--- src/rtl/bcd_pkg.sv ---
// Shared types and constants for the serial packed-BCD adder.
package bcd_pkg;

    localparam int unsigned BCD_MAX  = 9;
    localparam int unsigned BCD_BASE = 10;

    typedef logic [3:0] bcd_digit_t;

    typedef enum logic [1:0] {
        IDLE,
        RUN,
        DONE
    } ctrl_state_t;

endpackage

--- src/rtl/bcd_digit_add.sv ---
// One-digit BCD add/correct stage; purely combinational, time-shared by the controller.
module bcd_digit_add
    import bcd_pkg::*;
(
    input  bcd_digit_t da,
    input  bcd_digit_t db,
    input  logic       c_in,
    output bcd_digit_t digit,
    output logic       c_out,
    output logic       invalid
);

    logic [4:0] t;

    always_comb begin
        t     = 5'(da) + 5'(db) + 5'(c_in);
        digit = t[3:0];
        c_out = 1'b0;
        // Sums above 19 only arise from non-BCD inputs; pin the digit at 9.
        if (t > 5'(2 * BCD_BASE - 1)) begin
            digit = 4'(BCD_MAX);
            c_out = 1'b1;
        end else if (t >= 5'(BCD_BASE)) begin
            digit = 4'(t - 5'(BCD_BASE));
            c_out = 1'b1;
        end
    end

    assign invalid = (da > 4'(BCD_MAX)) || (db > 4'(BCD_MAX));

endmodule

--- src/rtl/bcd_serial_adder_ctrl.sv ---
// Multi-digit packed-BCD adder: one shared digit stage walks the operands LSD first,
// one digit per clock, with start/busy/done handshake and sticky invalid-digit flag.
module bcd_serial_adder_ctrl
    import bcd_pkg::*;
#(
    parameter int DIGITS = 4
) (
    input  logic                  clk,
    input  logic                  rst_n,
    input  logic                  start,
    input  logic [4*DIGITS-1:0]   a,
    input  logic [4*DIGITS-1:0]   b,
    input  logic                  cin,
    output logic                  busy,
    output logic                  done,
    output logic [4*DIGITS-1:0]   sum,
    output logic                  cout,
    output logic                  err
);

    localparam int W    = 4 * DIGITS;
    localparam int IDXW = (DIGITS > 1) ? $clog2(DIGITS) : 1;
    localparam logic [IDXW-1:0] LAST_IDX = IDXW'(DIGITS - 1);

    ctrl_state_t     state_q, state_d;
    logic [IDXW-1:0] idx_q, idx_d;
    logic [W-1:0]    a_q, a_d;
    logic [W-1:0]    b_q, b_d;
    logic [W-1:0]    sum_q, sum_d;
    logic            carry_q, carry_d;
    logic            cout_q, cout_d;
    logic            err_q, err_d;

    bcd_digit_t da, db, res_digit;
    logic       res_carry, res_invalid;

    always_comb begin
        da = '0;
        db = '0;
        for (int i = 0; i < DIGITS; i++) begin
            if (idx_q == IDXW'(i)) begin
                da = a_q[4*i +: 4];
                db = b_q[4*i +: 4];
            end
        end
    end

    bcd_digit_add u_digit_add (
        .da      (da),
        .db      (db),
        .c_in    (carry_q),
        .digit   (res_digit),
        .c_out   (res_carry),
        .invalid (res_invalid)
    );

    always_comb begin
        state_d = state_q;
        idx_d   = idx_q;
        a_d     = a_q;
        b_d     = b_q;
        sum_d   = sum_q;
        carry_d = carry_q;
        cout_d  = cout_q;
        err_d   = err_q;
        case (state_q)
            IDLE, DONE: begin
                // DONE accepts start too, giving back-to-back operations.
                if (start) begin
                    a_d     = a;
                    b_d     = b;
                    carry_d = cin;
                    idx_d   = '0;
                    sum_d   = '0;
                    cout_d  = 1'b0;
                    err_d   = 1'b0;
                    state_d = RUN;
                end else if (state_q == DONE) begin
                    state_d = IDLE;
                end
            end
            RUN: begin
                for (int i = 0; i < DIGITS; i++) begin
                    if (idx_q == IDXW'(i)) sum_d[4*i +: 4] = res_digit;
                end
                carry_d = res_carry;
                err_d   = err_q | res_invalid;
                idx_d   = idx_q + 1'b1;
                if (idx_q == LAST_IDX) begin
                    cout_d  = res_carry;
                    idx_d   = '0;
                    state_d = DONE;
                end
            end
            default: state_d = IDLE;
        endcase
    end

    always_ff @(posedge clk or negedge rst_n) begin
        if (!rst_n) begin
            state_q <= IDLE;
            idx_q   <= '0;
            a_q     <= '0;
            b_q     <= '0;
            sum_q   <= '0;
            carry_q <= 1'b0;
            cout_q  <= 1'b0;
            err_q   <= 1'b0;
        end else begin
            state_q <= state_d;
            idx_q   <= idx_d;
            a_q     <= a_d;
            b_q     <= b_d;
            sum_q   <= sum_d;
            carry_q <= carry_d;
            cout_q  <= cout_d;
            err_q   <= err_d;
        end
    end

    assign busy = (state_q == RUN);
    assign done = (state_q == DONE);
    assign sum  = sum_q;
    assign cout = cout_q;
    assign err  = err_q;

endmodule

--- config.mk ---
export PLATFORM = sky130hd
export DESIGN_NAME = bcd_serial_adder_ctrl
export DESIGN_NICKNAME = d
export VERILOG_FILES = /design/src/rtl/bcd_pkg.sv /design/src/rtl/bcd_digit_add.sv /design/src/rtl/bcd_serial_adder_ctrl.sv
export SDC_FILE = /design/constraint.sdc
export NUM_CORES = 1
export LEC_CHECK = 0
export CORE_MARGIN = 2
export CORE_UTILIZATION = 55
export CTS_CLUSTER_DIAMETER = 40
export CTS_CLUSTER_SIZE = 12
export DETAILED_ROUTE_END_ITERATION = 16
export MAX_ROUTING_LAYER = met4
export PLACE_DENSITY_LB_ADDON = 0.3
export SKIP_CTS_REPAIR_TIMING = 1
export SLEW_MARGIN = 20
export SYNTH_ARGS = -nofsm -noshare
export SYNTH_HDL_FRONTEND = slang
export SYNTH_SLANG_ARGS = --single-unit
--- constraint.sdc ---
create_clock -name clk -period 10.07 [get_ports clk]
set_input_delay 2.014 -clock clk [delete_from_list [all_inputs] [get_ports clk]]
set_output_delay 2.014 -clock clk [all_outputs]
set_load 0.01 [all_outputs]
# --- Word level (Yosys, flattened, before mapping) ---
# Index checks and enable logic that the tools add are counted.
totals:
  register_bits: 55
  input_bits: 36
  output_inout_bits: 20
  wordCells: 74
op_classes:
  n_addsub: 4
  n_lt_le_gt_ge: 4
  eq_ne: 11
  n_mux: 31
  n_bitwise: 1
  n_reduce_logical: 12
op_table:
  columns: ["operator", "count"]
  rows:
  - ["2-to-1 mux 4 bit", 14]
  - ["case mux 16 bit (2 select lines)", 1]
  - ["2-to-1 mux 16 bit", 1]
  - ["AND reduction 3 bit", 4]
  - ["2-to-1 mux 2 bit", 5]
  - ["greater-than comparator 4 bit, second input constant", 2]
  - ["!= test 2 x 1 -> 1 bit, second input constant", 4]
  - ["case mux 2 bit (2 select lines)", 2]
  - ["== test 2 bit, second input constant", 3]
  - ["case mux 1 bit (2 select lines)", 3]
  - ["AND reduction 2 bit", 3]
  - ["adder 4 x 4 -> 5 bit", 1]
  - ["adder 5 x 1 -> 5 bit", 1]
  - [">= comparator 5 x 4 -> 1 bit, second input constant", 1]
  - ["greater-than comparator 5 bit, second input constant", 1]
  - ["2-to-1 mux 1 bit", 5]
  - ["== test 2 x 1 -> 1 bit, second input constant", 2]
  - ["zero test 2 bit", 2]
  - ["subtractor 4 bit, second input constant", 1]
  - ["!= test 3 bit, second input constant", 1]
  - ["adder 2 x 1 -> 2 bit, second input constant", 1]
  - ["!= test 2 bit, second input constant", 1]
  - ["nonzero test 2 bit", 1]
  - ["OR reduction 2 bit", 1]
  - ["2 further kinds", 2]

# --- Depth between registers and ports, before layout ---
# Gate-level depths: netlist of the first run.
logic_depth:
  word_depth: 12
  ltp_mapped: 19
  depth_no_buf: 18

# --- Hierarchy ---
# Synthesis of the first run repeated with hierarchy kept, for this count alone.
hier_totals:
  cells_unflattened: 297
  area_unflattened_um2: 2723.9
by_module_without_submodules:
  columns: ["module", "n_inst", "cells_each", "area_per_inst_um2"]
  rows:
  - ["bcd_serial_adder_ctrl", 1, 260, 2412.3]
  - ["bcd_digit_add", 1, 37, 311.5]

# --- Worst setup path before layout of the first run ---
# No wires, ideal clock.
synth_path:
  kind: "register -> register"
  start: "reg idx_q[0]"
  end: "reg sum_q[2], in the netlist sum[2]"
  setup_time_ns: 0.132
  arrival_time_ns: 3.690
  required_ns: 9.938
  path_slack_ns: 6.248
  stages_incl_launch_ff: 20
  path_buffers: 2
  period_less_slack_ns: 3.822
  cell_sequence: "dfrtp_1 inv_1 ha_1 clkbuf_1 clkbuf_1 a21oi_1 a21oi_1 nor2_1 a21oi_1 fa_1 inv_1 fa_1 xor2_1 inv_1 ha_1 or3b_2 nand2_1 a211oi_2 o32ai_2 o21ai_1"
synth_between:
  elab_chain_len: 12
synth_rtl:
  columns: ["item", "line_no", "text"]
  rows:
  - ["from (decl)", "bcd_serial_adder_ctrl.sv:26", "logic [IDXW-1:0] idx_q, idx_d;"]
  - ["from (signal assigned)", "bcd_serial_adder_ctrl.sv:111", "idx_q <= idx_d;"]
  - ["zero test 2 bit", "bcd_serial_adder_ctrl.sv:41, bcd_serial_adder_ctrl.sv:84", null]
  - ["2-to-1 mux 4 bit (4 in series)", "bcd_serial_adder_ctrl.sv:41", "if (idx_q == IDXW'(i)) begin"]
  - ["adder 4 x 4 -> 5 bit", "bcd_digit_add.sv:16", "t = 5'(da) + 5'(db) + 5'(c_in);"]
  - ["adder 5 x 1 -> 5 bit", "bcd_digit_add.sv:16", null]
  - ["subtractor 4 bit or >= comparator 5 x 4 -> 1 bit (tied branches)", "bcd_digit_add.sv:24, bcd_digit_add.sv:23", null]
  - ["2-to-1 mux 4 bit", "bcd_digit_add.sv:23", "end else if (t >= 5'(BCD_BASE)) begin"]
  - ["2-to-1 mux 4 bit", "bcd_digit_add.sv:20", "if (t > 5'(2 * BCD_BASE - 1)) begin"]
  - ["2-to-1 mux 4 bit", "bcd_serial_adder_ctrl.sv:84", "if (idx_q == IDXW'(i)) sum_d[4*i +: 4] = res_digit;"]
  - ["case mux 16 bit (2 select lines)", "bcd_serial_adder_ctrl.sv:66", "case (state_q)"]
  - ["to (signal assigned)", "bcd_serial_adder_ctrl.sv:114", "sum_q <= sum_d;"]
  - ["to (decl)", "bcd_serial_adder_ctrl.sv:29", "logic [W-1:0] sum_q, sum_d;"]
# Several ways; a longest one is shown, not always the timed one. The select of a mux whose other input is x is not followed.
# A chain may end at the register's enable or synchronous reset.

# --- Worst setup path after layout of the first run ---
layout_path:
  start: "reg idx_q[1]"
  end: "reg sum_q[2], in the netlist sum[2]"
# Same word-level chain as after synthesis.

==> metrics, run 1 <==
Die ar.=5657 sq um; WP data required=10.25 ns; outcome=finished, final reports clean; Slew @ Worst Pin=0.6911 ns; final WL=6236 um; WL per Instance=approximately 14 um; CP max-delay cell=ha_1; Pins Over Slew Limit=0; crit-path max cell delay=0.47 ns; Final nets=approximately 420; Tmin final=4.199 ns; Clock transition at path regs=0.09 ns; CP startpoint=idx_q[1]; CP endpoint kind=register; Root Buffer=clkbuf_8; DRC Markers=0; Layout area overhead=24.18%; number of port buffers=55; Worst-Skew Late Latency=approximately 0.31 ns; diode count=0; Max Buffers Root-to-Sink=2; io pins=56; Max Clock Freq=238.1 MHz; crit-path cells=inv_1 > ha_1 > nand3b_1 > a21oi_1 > a21oi_1 > nor2_1 > a21oi_1 > fa_1 > inv_1 > fa_1 > xor2_1 > inv_1 > ha_1 > or3b_2 > nand2_1 > a211oi_2 > o32ai_2 > o21ai_1; largest net degree at the start of global routing=56; DR vias=2403; GRT overflow=0; FFs w/ async S/R, synth=100.0%; worst-path fanout max=17; DRT iter0 DRCs=around 150; Unique masters post-synth=47; max-cap violations=0; RSZ-0062 raised after global routing=no; skew final=0.006755 ns; initial antenna violation count=0; die height=75.21 um; min-delay src=a_q[10]; clock sink total=55; Tcrit/Tclk final=41.70%; CTS H-tree depth=2; syn nets=368; Yosys warnings=0; critical path class=register to register; worst min-delay path category=register to register; Setup Viol. Count Final=0; EDFF count, synth=0; WP data arrival=4.38 ns; DRT Pass-1 Iters=5; initial core utilization=57.90%; Via density=approximately 5.5; Slew HR=a little over half; CP startpoint kind=register; #FFs+latches synth=55; Post-Synthesis Cells=321; cell area after synthesis=roughly 2800 sq um; first-pass GRT wire length=10410 um; worst reg2reg path startpoint=idx_q[1]; total core area=around 4800 sq um; vias in the first global route=2326; Hold Fails Final Rpt=0; GPL Wtd Cong=0.9517; # rows=25; Tot GR Track Use=25.07%; Seq/Total Area, Yosys=approximately half; setup_tns=0 ns; ys flop type=dfrtp_1; synthesized area per cell=8.688 sq um; clock tree from TritonCTS=done; share of cells above drive strength 1=between 5 and 6%; post-DP HPWL=4416 um; Die W=75.21 um; TritonCTS Buffers=5; Post-DRT Antenna Nets=0
==> routing by layer <==
| layer | vias up | global-route usage, % | share of wire, % |
|---|---|---|---|
| met5 | - | - | 0 |
| met4 | 0 | 7.992 | 2.1 |
| met3 | 13 | 4.819 | 4.2 |
| met2 | 80 | 41.33 | 50 |
| met1 | 1142 | 31.38 | 44 |
| li1 | 1168 | - | - |
==> through the flow <==
step | utilization, % | hold WS (ns) | instance area, sq um | worst slack (ns) | std cells
3_5_place_dp | 70.21 | 0.4537 | 3382 | 5.936 | 430
6_report | 71.90 | 0.4782 | 3463 | 5.871 | 438
2_1_floorplan | - | 0.4369 | 2789 | 6.248 | 321
4_1_cts | 71.90 | 0.4758 | 3463 | 5.873 | 438
3_3_place_gp | 70.21 | 0.4500 | 3382 | 6.124 | 430
5_1_grt | 71.90 | 0.4933 | 3463 | 5.508 | 438
==> area by class of cell <==
class / count / area [sq um]
repair buffers: 58 / 568.0
well taps: 67 / 83.83
clock inverters: 1 / 5.005
clock buffers: 7 / 76.32
fillers: 393 / 1354
multi-input cells: 238 / 1309
flip-flops and latches: 55 / 1376
inverters: 12 / 45.04
==> worst max-delay path, delay by kind of cell, from the launching register on <==
kind / cells / cell delay (ns)
DFF: 1 / 0.42
xor gates and xnor gates: 1 / 0.22
AOI/OAI and AO/OA: 6 / 1.00
adders and majority gates: 4 / 1.30
and+or+nand+nor: 4 / 0.78
buffers and inverters: 3 / 0.33
==> path summary, 6_finish.rpt <==
kind / end / slack [ns] / cells after the start
max in group asynchronous: b_q[6] / 7.77 / 2
min in group asynchronous: sum[3] / 1.82 / 2
min: a_q[10] / 0.48 / 2
max: sum[2] / 5.87 / 18
max reg2reg: sum[2] / 5.87 / 18
min reg2reg: a_q[10] / 0.48 / 2
==> cell families after synthesis <==
family / share of synthesized area (%)
AO/OA/AOI/OAI: 15.16
XOR/XNOR: 0.3141
adder cells (fa/ha/maj): 5.473
buffers and inverters: 3.813
flip-flops: 49.35
multiplexers: 1.122
AND/OR/NAND/NOR: 24.76
==> Yosys cell counts (all sizes together) (3+ instances only) <==
cell type / count / area (sq um)
nand2: 114 / 427.9
dfrtp: 55 / 1376
a21oi: 19 / 95.09
o21ai: 17 / 88.84
clkbuf: 14 / 53.80
inv: 11 / 41.29
nand3: 11 / 55.05
ha: 9 / 112.6
nor2: 9 / 33.78
a31oi: 7 / 43.79
and2: 6 / 38.79
nand3b: 6 / 45.04
nand2b: 4 / 25.02
a21o: 3 / 23.77
nor2b: 3 / 18.77
o22a: 3 / 26.28
==> state kept, by name (all words and copies together), names as in the netlist <==
| name | flops |
|---|---|
| a_q | 16 |
| b_q | 16 |
| sum | 16 |
| idx_q | 2 |
| state_q | 2 |
| carry_q | 1 |
| cout | 1 |
| err | 1 |
==> cells in the final DEF, fill, tap and decap left out, drive strengths merged, types with 2 or more instances in the layout <==
| cell | count |
|---|---|
| clkdlybuf4s50 | 54 |
| nand2b | 4 |
| a21oi | 19 |
| nand3b | 6 |
| ha | 9 |
| nand2 | 114 |
| dfrtp | 55 |
| fa | 2 |
| a22o | 2 |
| a31oi | 7 |
| clkinv | 2 |
| clkbuf | 7 |
| buf | 4 |
| nor2b | 3 |
| mux2i | 2 |
| a21o | 3 |
| nand3 | 11 |
| o22a | 3 |
| a32oi | 2 |
| nor2 | 9 |
| inv | 11 |
| and2 | 6 |
| o21ai | 17 |
Power of run 1 is left out: the tool's default activity adds up to more than one toggle a clock period on the data nets, which glitch-free logic cannot reach.
==> run 2, diff against run 1 <==
- CORE_UTILIZATION: 55 -> 46
- clock period: 10.07 -> 3.75 ns (I/O delays scaled with it)
==> run 2 against run 1 <==
Hold slack worse by 0.00076 ns. Critical path type unchanged. Non-clock buffer count is 10 higher. First-iteration DRC count is 2.0% lower. Highest routed layer unchanged. Cell area is 3.9% higher. Sequential cell count stayed put. Global-route usage is 4.1 points lower. Setup slack worse by 5.7 ns. Die area is 18% higher.
==> metrics, run 2 (synthesized netlist as in run 1, its figures left out) <==
Die ar.=6702 sq um (was 5657 sq um); clock tree from TritonCTS=done (unchanged); die height=81.87 um (was 75.21 um); most frequent cells in the layout=nand2_1, clkdlybuf4s50_1, dfrtp_1 (was nand2_1, dfrtp_1, clkdlybuf4s50_1); max-cap violations=0 (unchanged); DR vias=2393 (was 2403); Via density=5.248 (was 5.486); clock sink total=55 (unchanged); hold path endpoint=a_q[9] (was a_q[10]); vias in the first global route=2279 (was 2326); final hold slack=0.4774 ns (was 0.4782 ns); worst reg2reg path startpoint=idx_q[0] (was idx_q[1]); Die W=81.87 um (was 75.21 um); Layout area overhead=28.98% (was 24.18%); initial core utilization=47.39% (was 57.90%); share of cells above drive strength 1=10.24% (was 5.660%); setup_tns=0 ns (unchanged); fillers=531 (was 393); Slew @ Worst Pin=0.7452 ns (was 0.6911 ns); uppermost layer routed=met4 (unchanged); Tcrit/Tclk final=95.63% (was 41.70%); Setup Viol. Count Final=0 (unchanged); largest net degree at the start of global routing=35 (was 56); Post-DRT Antenna Nets=0 (unchanged); worst-path fanout max=7 (was 17); Final Instance Count excl. Fillers=456 (was 438); Tmin final=3.586 ns (was 4.199 ns); DRT Pass-1 Iters=4 (was 5); Slew HR=50.32% (was 53.92%); critical path class=register to register (unchanged); Hold Fails Final Rpt=0 (unchanged); final core occ=61.12% (was 71.90%); skew final=0.008135 ns (was 0.006755 ns); GRT overflow=0 (unchanged); met3 WL post-DR=249 um (was 263 um); number of port buffers=55 (unchanged); WP data arrival=3.77 ns (was 4.38 ns); total core area=5886 sq um (was 4817 sq um); R2R Path End=sum[2] (unchanged); r2r worst-path depth=15 (was 18); GPL Wtd Cong=0.9034 (was 0.9517); io pins=56 (unchanged); most common cell after layout, fill and taps aside=nand2_1 (unchanged); CP startpoint kind=register (unchanged); WL met2=3170 um (was 3090 um); CTS H-tree depth=2 (unchanged); WP data required=3.94 ns (was 10.25 ns); CP endpoint kind=register (unchanged); Clock transition at path regs=0.10 ns (was 0.09 ns); Final nets=427 (was 417); worst min-delay path category=register to register (unchanged); DRC Markers=0 (unchanged); metal1 wirelength=2958 um (was 2750 um); WL per Instance=14.16 um (was 14.24 um); outcome=finished, final reports clean (unchanged); WHS Path Cells=2 (unchanged); Tot GR Track Use=20.95% (was 25.07%); Root Buffer=clkbuf_8 (unchanged); Pins Over Slew Limit=0 (unchanged); min-delay src=a_q[9] (was a_q[10]); DRT iter0 DRCs=150 (was 153); # rows=28 (was 25); first-pass GRT wire length=10410 um (unchanged); TritonCTS Buffers=5 (unchanged); Max Buffers Root-to-Sink=2 (unchanged); final WL=6456 um (was 6236 um); Max Clock Freq=278.8 MHz (was 238.1 MHz); post-DP HPWL=4796 um (was 4416 um); initial antenna violation count=0 (unchanged); Worst R2R Setup Slack=0.16 ns (was 5.87 ns); placed instance count=446 (was 430); Worst-Skew Late Latency=0.31 ns (about the same); diode count=0 (unchanged)
## run 2: worst max path at each step
| stage | to | startpoint | slack (ns) | cells past startpoint |
|---|---|---|---|---|
| floorplan | sum[2] | idx_q[0] | 0.007 | 19 |
| global placement | sum[2] | idx_q[0] | 0.20 | 17 |
| detailed placement | sum[2] | idx_q[1] | 0.05 | 18 |
| CTS | sum[2] | idx_q[1] | -0.006 | 18 |
| global route | sum[13] | idx_q[0] | -0.12 | 19 |
| finish | sum[2] | idx_q[0] | 0.16 | 15 |
## run 2: per-layer routing
metal | track usage (%) | vias up
li1 | - | 1189
met4 | 6.833 | 0
met3 | 2.637 | 8
met2 | 35.20 | 67
met5 | - | -
met1 | 26.35 | 1129
## run 2: final cells by class
cell class	count	area (sq um)	area share (%)
Clock buffer	7	86.33	2.400
Clock inverter	1	8.758	0.2435
Inverter	12	45.04	1.252
Multi-Input combinational cell	238	1341	37.29
Sequential cell	55	1379	38.33
Tap cell	75	93.84	2.609
Timing Repair Buffer	68	643.1	17.88
## run 2: metrics by stage
step | area, sq um | setup WS [ns]
2_1_floorplan | 2791 | 0.007018
3_3_place_gp | 3452 | 0.1994
3_5_place_dp | 3452 | 0.05407
4_1_cts | 3547 | -0.005577
5_1_grt | 3597 | -0.1223
6_report | 3597 | 0.1638
## run 2: worst max-delay path, stage by stage (launching register included)
cell,delay (ns)
dfrtp_2,0.44
buf_4,0.15
ha_4,0.17
nand3b_1,0.18
a21oi_1,0.18
a21oi_1,0.06
nor2_1,0.12
a21oi_2,0.05
fa_1,0.38
inv_1,0.10
fa_1,0.48
or3b_2,0.52
nand2_1,0.10
a211oi_2,0.05
o32ai_2,0.34
o21ai_1,0.13
Power of run 2 is left out for the same reason.
==> run 3, diff against run 2 <==
- CELL_PAD_IN_SITES_DETAIL_PLACEMENT: not set -> 1
- CELL_PAD_IN_SITES_GLOBAL_PLACEMENT: not set -> 2
- CORE_UTILIZATION: 46 -> 27
- CTS_CLUSTER_SIZE: 12 -> 14
==> run 3 against run 2 <==
Routed wire length up 17%. Cell area up 2.8%. Sequential share of layout area down 1.0 points. Cell count up 14%. Clock-buffer cell count down 2. Die area up 67%. Global-route usage down 6.3 points. Setup slack better by 0.070 ns. First-iteration DRC count down 37%. Largest cell class unchanged.
==> metrics, run 3 (synthesized netlist as in run 1, its figures left out) <==
Setup Viol. Count Final=0 (unchanged); CP max-delay cell=or3b_2 (unchanged); GRT overflow=0 (unchanged); # rows=37 (was 28); post-DP HPWL=5826 um (was 4796 um); share of cells above drive strength 1=11.72% (was 10.24%); final WL=7537 um (was 6456 um); Worst R2R Setup Slack=0.23 ns (was 0.16 ns); fillers=1227 (was 531); diode count=0 (unchanged); critical path class=register to register (unchanged); WP data arrival=3.70 ns (was 3.77 ns); Slew HR=50.06% (was 50.32%); number of port buffers=55 (unchanged); Tot GR Track Use=14.67% (was 20.95%); largest net degree at the start of global routing=33 (was 35); Max Buffers Root-to-Sink=2 (unchanged); clock tree from TritonCTS=done (unchanged); CP most frequent cell=inv_1; total core area=10180 sq um (was 5886 sq um); Die ar.=11160 sq um (was 6702 sq um); Pins Over Slew Limit=0 (unchanged); DRC Markers=0 (unchanged); Slew @ Worst Pin=0.7490 ns (was 0.7452 ns); initial antenna violation count=0 (unchanged); area of the multi-input gates=1346 sq um (was 1341 sq um); CP endpoint kind=register (unchanged); final hold slack=0.4861 ns (was 0.4774 ns); Hold Fails Final Rpt=0 (unchanged); most common cell after layout, fill and taps aside=nand2_1 (unchanged); crit-path max cell delay=0.45 ns (was 0.52 ns); CP startpoint kind=register (unchanged); initial core utilization=27.38% (was 47.39%); R2R Path End=sum[2] (unchanged); die height=105.6 um (was 81.87 um); Root Buffer=clkbuf_8 (unchanged); skew final=0.01178 ns (was 0.008135 ns); GPL Wtd Cong=0.8031 (was 0.9034); Final nets=430 (was 427); Via density=4.588 (was 5.248); crit-path cells=inv_1 > ha_4 > nand3b_1 > a21oi_1 > a21oi_1 > nor2_1 > a21oi_2 > fa_2 > inv_1 > fa_1 > xor2_1 > inv_1 > ha_1 > or3b_2 > nand2_1 > a211oi_2 > o32ai_2 > o21ai_1 (was buf_4 > ha_4 > nand3b_1 > a21oi_1 > a21oi_1 > nor2_1 > a21oi_2 > fa_1 > inv_1 > fa_1 > or3b_2 > nand2_1 > a211oi_2 > o32ai_2 > o21ai_1); DRT Pass-1 Iters=4 (unchanged); first-pass GRT wire length=12700 um (was 10410 um); vias in the first global route=2491 (was 2279); placed instance count=509 (was 446); worst-path fanout max=9 (was 7); Clock transition at path regs=0.11 ns (was 0.10 ns); io pins=56 (unchanged); TritonCTS Buffers=5 (unchanged); max-cap violations=0 (unchanged); Tmin final=3.516 ns (was 3.586 ns); Die W=105.6 um (was 81.87 um); worst reg2reg path startpoint=idx_q[1] (was idx_q[0]); DR vias=2386 (was 2393); register area=1379 sq um (unchanged); Final Instance Count excl. Fillers=520 (was 456); outcome=finished, final reports clean (unchanged); CTS H-tree depth=2 (unchanged); Worst-Skew Late Latency=0.32 ns (was 0.31 ns); WP data required=3.94 ns (about the same); clock sink total=55 (unchanged); RSZ-0062 raised after global routing=no; Tcrit/Tclk final=93.76% (was 95.63%); Max Clock Freq=284.4 MHz (was 278.8 MHz); DRT iter0 DRCs=95 (was 150); worst min-delay path category=primary input to asynchronous set/reset pin (was register to register); WL per Instance=14.49 um (was 14.16 um); most frequent cells in the layout=nand2_1, clkdlybuf4s50_1, dfrtp_1 (unchanged); Post-DRT Antenna Nets=0 (unchanged); Layout area overhead=32.57% (was 28.98%); r2r worst-path depth=18 (was 15)
==> run 3: changes by cell type in the layout (fill, tap and decap cells not counted), sizes merged <==
cell | previous run | this run
inv | 11 | 12
clkinv | 2 | 3
buf | 14 | 17
clkbuf | 7 | 5
==> run 3: how the worst max path moves through the flow <==
stage | start | endpoint | slack [ns] | cells after the start
final | idx_q[1] | sum[2] | 0.23 | 18
after CTS | idx_q[0] | sum[2] | -0.04 | 17
after detailed placement | idx_q[1] | sum[2] | 0.004 | 18
after floorplan | idx_q[0] | sum[2] | 0.007 | 19
after global routing | idx_q[1] | sum[2] | 0.005 | 18
after global placement | idx_q[1] | sum[2] | 0.08 | 18
==> run 3: metal layers <==
| metal | track usage, % | wire (um) | vias to the layer above | share of wire [%] |
|---|---|---|---|---|
| met5 | - | 0 | - | 0 |
| met4 | 2.350 | 52 | 0 | 0.69 |
| met3 | 2.536 | 282 | 7 | 3.7 |
| met2 | 23.36 | 3509 | 54 | 47 |
| met1 | 20.07 | 3693 | 1133 | 49 |
| li1 | - | - | 1192 | - |
==> run 3: cell type report <==
class	instances	share of cell area (%)
clock buffer	5	1.861
clock inverter	3	0.6091
inverter	12	1.218
multi-input combinational	238	36.41
sequential	55	37.29
tap	136	4.602
timing repair buffer	71	18.00
==> run 3: worst max-delay path: cells and delay by family (launching register included) <==
family | cells | cell delay (ns)
adders and majority gates | 4 | 0.98
AOI/OAI and AO/OA | 6 | 0.85
and+or+nand+nor | 4 | 0.73
DFF | 1 | 0.42
buffers and inverters | 3 | 0.24
xor gates and xnor gates | 1 | 0.17
==> run 3: through the flow <==
stage	utilization (%)	setup slack, ns	setup TNS, ns	instance area (sq um)
2_1_floorplan	-	0.007018	0	2791
3_5_place_dp	34.79	0.004082	0	3543
6_report	36.30	0.2340	0	3697
3_3_place_gp	34.79	0.08209	0	3543
5_1_grt	36.30	0.005339	0	3697
4_1_cts	35.69	-0.04409	-0.07406	3635
Power of run 3 is left out for the same reason.
==> RTL change 1 (config.mk and constraints of run 3) <==
Change the parameter `DIGITS` from 4 to 2.
--- a/src/rtl/bcd_serial_adder_ctrl.sv
+++ b/src/rtl/bcd_serial_adder_ctrl.sv
@@ -3,7 +3,7 @@
 module bcd_serial_adder_ctrl
     import bcd_pkg::*;
 #(
-    parameter int DIGITS = 4
+    parameter int DIGITS = 2
 ) (
     input  logic                  clk,
     input  logic                  rst_n,
Interface: changed (resized a, b and sum); port bits go from 56 to 32. No check against the original RTL was run, so the function may have changed too.
==> RTL change 1 against run 3 <==
  * Wire length shrank 46%
  * Hold slack lost 0.0092 ns
  * Largest cell class is now multi-input gates
  * Synthesized area shrank 43%
  * Setup slack gained 0.26 ns
  * Design area shrank 44%
  * Sequential cell count shrank 25
Power is left out: the tool's default activity adds up to more than one toggle a clock period on the data nets, which glitch-free logic cannot reach.
==> RTL change 1: results (changes against run 3) <==
metric	value	unit	change
slowest_delay	0.61	ns	+0.16 ns
hold_end	b_q[5]		
clock_latency	0.28	ns	-0.04 ns
worstPathMaxFanout	12		+3
synthesis.nets	201		-45%
drtIter0Drc	36		-62%
cts-htree-levels	2		unchanged
multi_input_area	783.3	sq um	-42%
yosysUniqueCellTypes	34		-28%
dpl.hpwl	3.213	mm	-45%
ys_seq_area_share	47.17	%	-2.2 points
synth_xor_area_share	0.5503	%	+0.24 points
r2r-start	idx_q		
inv_count	10		-2
final-clk-cell-share	3.699	%	+1.2 points
taps	72		-47%
r2r_end	sum[5]		
cp.arrival	3.44	ns	-0.26 ns
portBuffers	31		-44%
synthAdderAreaFrac	6.447	%	+0.97 points
worst_pin_slew	0.9005	ns	+0.1515 ns
drt_first_pass_iters	4		unchanged
initial_utilization	28.38	%	+1.0 points
cts_sinks	30		-45%
detailroute.via_count	1338		-44%
cts.clk_slew.worst_paths	0.06	ns	-0.05 ns
grt_pass1_vias	1552		-38%
grt_use_total	14.82	%	+0.16 points
nFillCells	659		-46%
status	completed		
grt_max_degree	31		-6.1%
hold_path_class	register to register		
path_class	register to register		
synthMuxAreaShare	6.132	%	+5.0 points
cts-buffers-inserted	5		unchanged
netlist_top_cells_area	dfrtp_1 47%, nand2_1 13%, mux2_2 4.2%, ha_1 3.9%, fa_1 2.5%		
synthTopCellsByCount	53 x nand2_1, 30 x dfrtp_1, 10 x inv_1, 10 x nor2_1, 7 x a21oi_1		
diodes	0		unchanged
cts-root-buf	clkbuf_8		
clock_skew	0.004673	ns	-0.007104 ns
synth-compound-area-share	13.84	%	-1.3 points
reg2regPathDepth	11		-7
finalSetupTns	0	ns	unchanged
n_all_buffers	33		-54%
nClkBuffers	7		+2
hold_slack	0.4769	ns	-0.009194 ns
seq_share	36.39	%	-0.91 points
layout.nonclk_buf_share	15.77	%	-2.2 points
drt-total-wl	4.061	mm	-46%
rrSetupSlack	0.49	ns	+0.26 ns
drive_gt1_share	9.091	%	-2.6 points
grt_pass1_wl	7.107	mm	-44%
gp_congestion	0.7797		-2.9%
num-multi-input-gates	129		-46%
seqCellArea	750.7	sq um	-46%
cpMaxStageDelayCell	dfrtp_1		
fin_nets	236		-45%
place_area	1987	sq um	-44%
==> RTL change 1: kinds of logic (layout without fill, tap and decap cells) <==
| kind of cell | after synthesis | in the layout |
|---|---|---|
| AO/OA/AOI/OAI | 30 | 30 |
| XOR/XNOR | 1 | 1 |
| adder cells (fa/ha/maj) | 7 | 7 |
| buffers and inverters | 15 | 50 |
| flip-flops | 30 | 30 |
| multiplexers | 9 | 9 |
| AND/OR/NAND/NOR | 82 | 82 |
==> RTL change 1: routing by layer <==
layer  GRT usage [%]  part of all wire [%]  vias to the layer above
li1                -                     -                      650
met4           4.237                   1.3                        0
met3           4.333                   4.0                        6
met1           15.37                    42                      656
met5               -                     0                        -
met2           27.25                    53                       26
==> RTL change 1: through the flow <==
stage / std cells / setup WS (ns)
final: 281 / 0.4928
after global routing: 281 / 0.2257
after CTS: 281 / 0.4922
after detailed placement: 274 / 0.5040
after global placement: 274 / 0.6522
after floorplan: 174 / 0.8405
==> RTL change 2 (flow settings as in run 3) <==
Without the edit above. Encoding of `ctrl_state_t`: now one-hot (3 bits for 3 states).
--- a/src/rtl/bcd_pkg.sv
+++ b/src/rtl/bcd_pkg.sv
@@ -6,10 +6,10 @@
 
     typedef logic [3:0] bcd_digit_t;
 
-    typedef enum logic [1:0] {
-        IDLE,
-        RUN,
-        DONE
+    typedef enum logic [2:0] {
+        IDLE = 3'b001,
+        RUN  = 3'b010,
+        DONE = 3'b100
     } ctrl_state_t;
 
 endpackage
Function: same outputs for any inputs over 10 cycles, from zero or initial values and one cycle with rst_n low; not proved beyond that.
==> RTL change 2 against run 3 <==
  * Setup slack improved by 0.0031 ns
  * Sequential share of layout area increased by 0.74 points
  * Design area decreased by 0.17%
  * Sequential cell count increased by 1
  * Synthesized area decreased by 0.13%
  * Wire length decreased by 2.0%
  * Critical endpoint is now sum[1]
==> RTL change 2: results (changes against run 3) <==
metric	value	unit	change
peakVddDrop	0.3747	mV	
synthAdderAreaFrac	5.481	%	+0.0074 points
cp.arrival	3.75	ns	+0.05 ns
clock_latency	0.31	ns	
grt_pass1_vias	2515		+0.96%
nFillCells	1216		-0.90%
antenna_found_initial	0		unchanged
yosysUniqueCellTypes	37		-21%
cts-buffers-inserted	5		unchanged
place_area	3525	sq um	-0.53%
hold_path_class	register to register		
async_flop_share	100.0	%	unchanged
detailroute.via_count	2383		-0.13%
gp_congestion	0.7869		-2.0%
drt_first_pass_iters	4		unchanged
post_drt_wl_per_cell	14.29	um	-1.4%
clock_skew	0.01075	ns	-0.001024 ns
grt_max_degree	35		+6.1%
diodes	0		unchanged
synthesis.nets	366		-0.54%
cts.clk_slew.worst_paths	0.10	ns	
drive_gt1_share	10.50	%	-1.2 points
status	completed		
dpl.hpwl	5.611	mm	-3.7%
cts_buffer_depth	2		unchanged
synth-compound-area-share	15.72	%	+0.56 points
drtIter0Drc	66		-31%
ys_seq_area_share	50.36	%	+1.0 points
cts-htree-levels	2		unchanged
avgSynthCellArea	8.731	sq um	+0.49%
fin_nets	427		-0.70%
dp_slack	-0.05317	ns	-0.05725 ns
finalNonFillerCells	517		-0.58%
slew_headroom	35.34	%	-15 points
worstPathMaxFanout	10		+1
p_leak	1.714	nW	
synthTopCellsByCount	108 x nand2_1, 55 x dfrtp_1, 22 x a21oi_1, 18 x o21ai_0, 13 x inv_1		
yosysWarnings	0		unchanged
synth_xor_area_share	0.6289	%	+0.31 points
netlist_top_cells_area	dfrtp_1 49%, nand2_1 15%, ha_1 4.0%, a21oi_1 4.0%, o21ai_0 3.2%		
synthMuxAreaShare	0	%	-1.1 points
dp.cells	505		-0.79%
synth_flop_cell	dfrtp_1		
grt_use_total	14.18	%	-0.48 points
grt_pass1_wl	12.43	mm	-2.1%
portBuffers	55		unchanged
cts-root-buf	clkbuf_8		
RTL change 2: cell families after synthesis:
kind of cell             after synthesis
AND/OR/NAND/NOR                      148
buffers and inverters                 30
AO/OA/AOI/OAI                         72
XOR/XNOR                               2
flip-flops                            56
adder cells (fa/ha/maj)               11
RTL change 2: final timing paths:
| kind | from | end | slack (ns) | cells after the start |
|---|---|---|---|---|
| max | idx_q[1] | sum[1] | 0.24 | 18 |
| min | a_q[6] | a_q[6] | 0.48 | 2 |
| max reg2reg | idx_q[1] | sum[1] | 0.24 | 18 |
| min reg2reg | a_q[6] | a_q[6] | 0.48 | 2 |
| max in group asynchronous | rst_n | a_q[12] | 2.45 | 2 |
| min in group asynchronous | rst_n | state_q[2] | 0.51 | 1 |
RTL change 2: report_power, final:
part	switching [mW]	internal (mW)	total [mW]
logic	1.39	1.05	2.43
registers	0.140	0.844	0.984
clock network	0.192	0.132	0.323
total	1.72	2.02	3.74
RTL change 2: through the flow:
step	util, %	hold WS [ns]
floorplan	-	0.4369
global placement	34.61	0.4595
detailed placement	34.61	0.4669
CTS	35.41	0.4913
global route	36.24	0.5190
finish	36.24	0.4840
RTL change 2: routing by layer:
layer	global-route usage [%]	routed length, um
met5	-	0
met4	2.820	70
met3	2.659	273
met2	21.52	3230
met1	19.95	3812
RTL change 2: area by class of cell:
cell class | instances | area [sq um] | share of cell area [%]
timing repair buffer | 71 | 665.6 | 18.03
multi-input combinational | 233 | 1321 | 35.80
clock inverter | 1 | 5.005 | 0.1356
inverter | 13 | 48.80 | 1.322
sequential | 56 | 1404 | 38.03
clock buffer | 7 | 76.32 | 2.068
tap | 136 | 170.2 | 4.610
RTL change 2: worst max-delay path, stage by stage, from the launching register on:
cell and delay, ns:
dfrtp_1 0.41, inv_2 0.12, ha_4 0.19, nand3b_1 0.12
a21oi_1 0.06, a21oi_1 0.12, nor2_1 0.06, a21oi_2 0.14
fa_1 0.20, inv_1 0.06, fa_1 0.47, xor2_1 0.20
inv_2 0.11, ha_2 0.21, inv_1 0.09, a21o_1 0.16
and4_2 0.22, o32a_2 0.37, o21ai_1 0.14
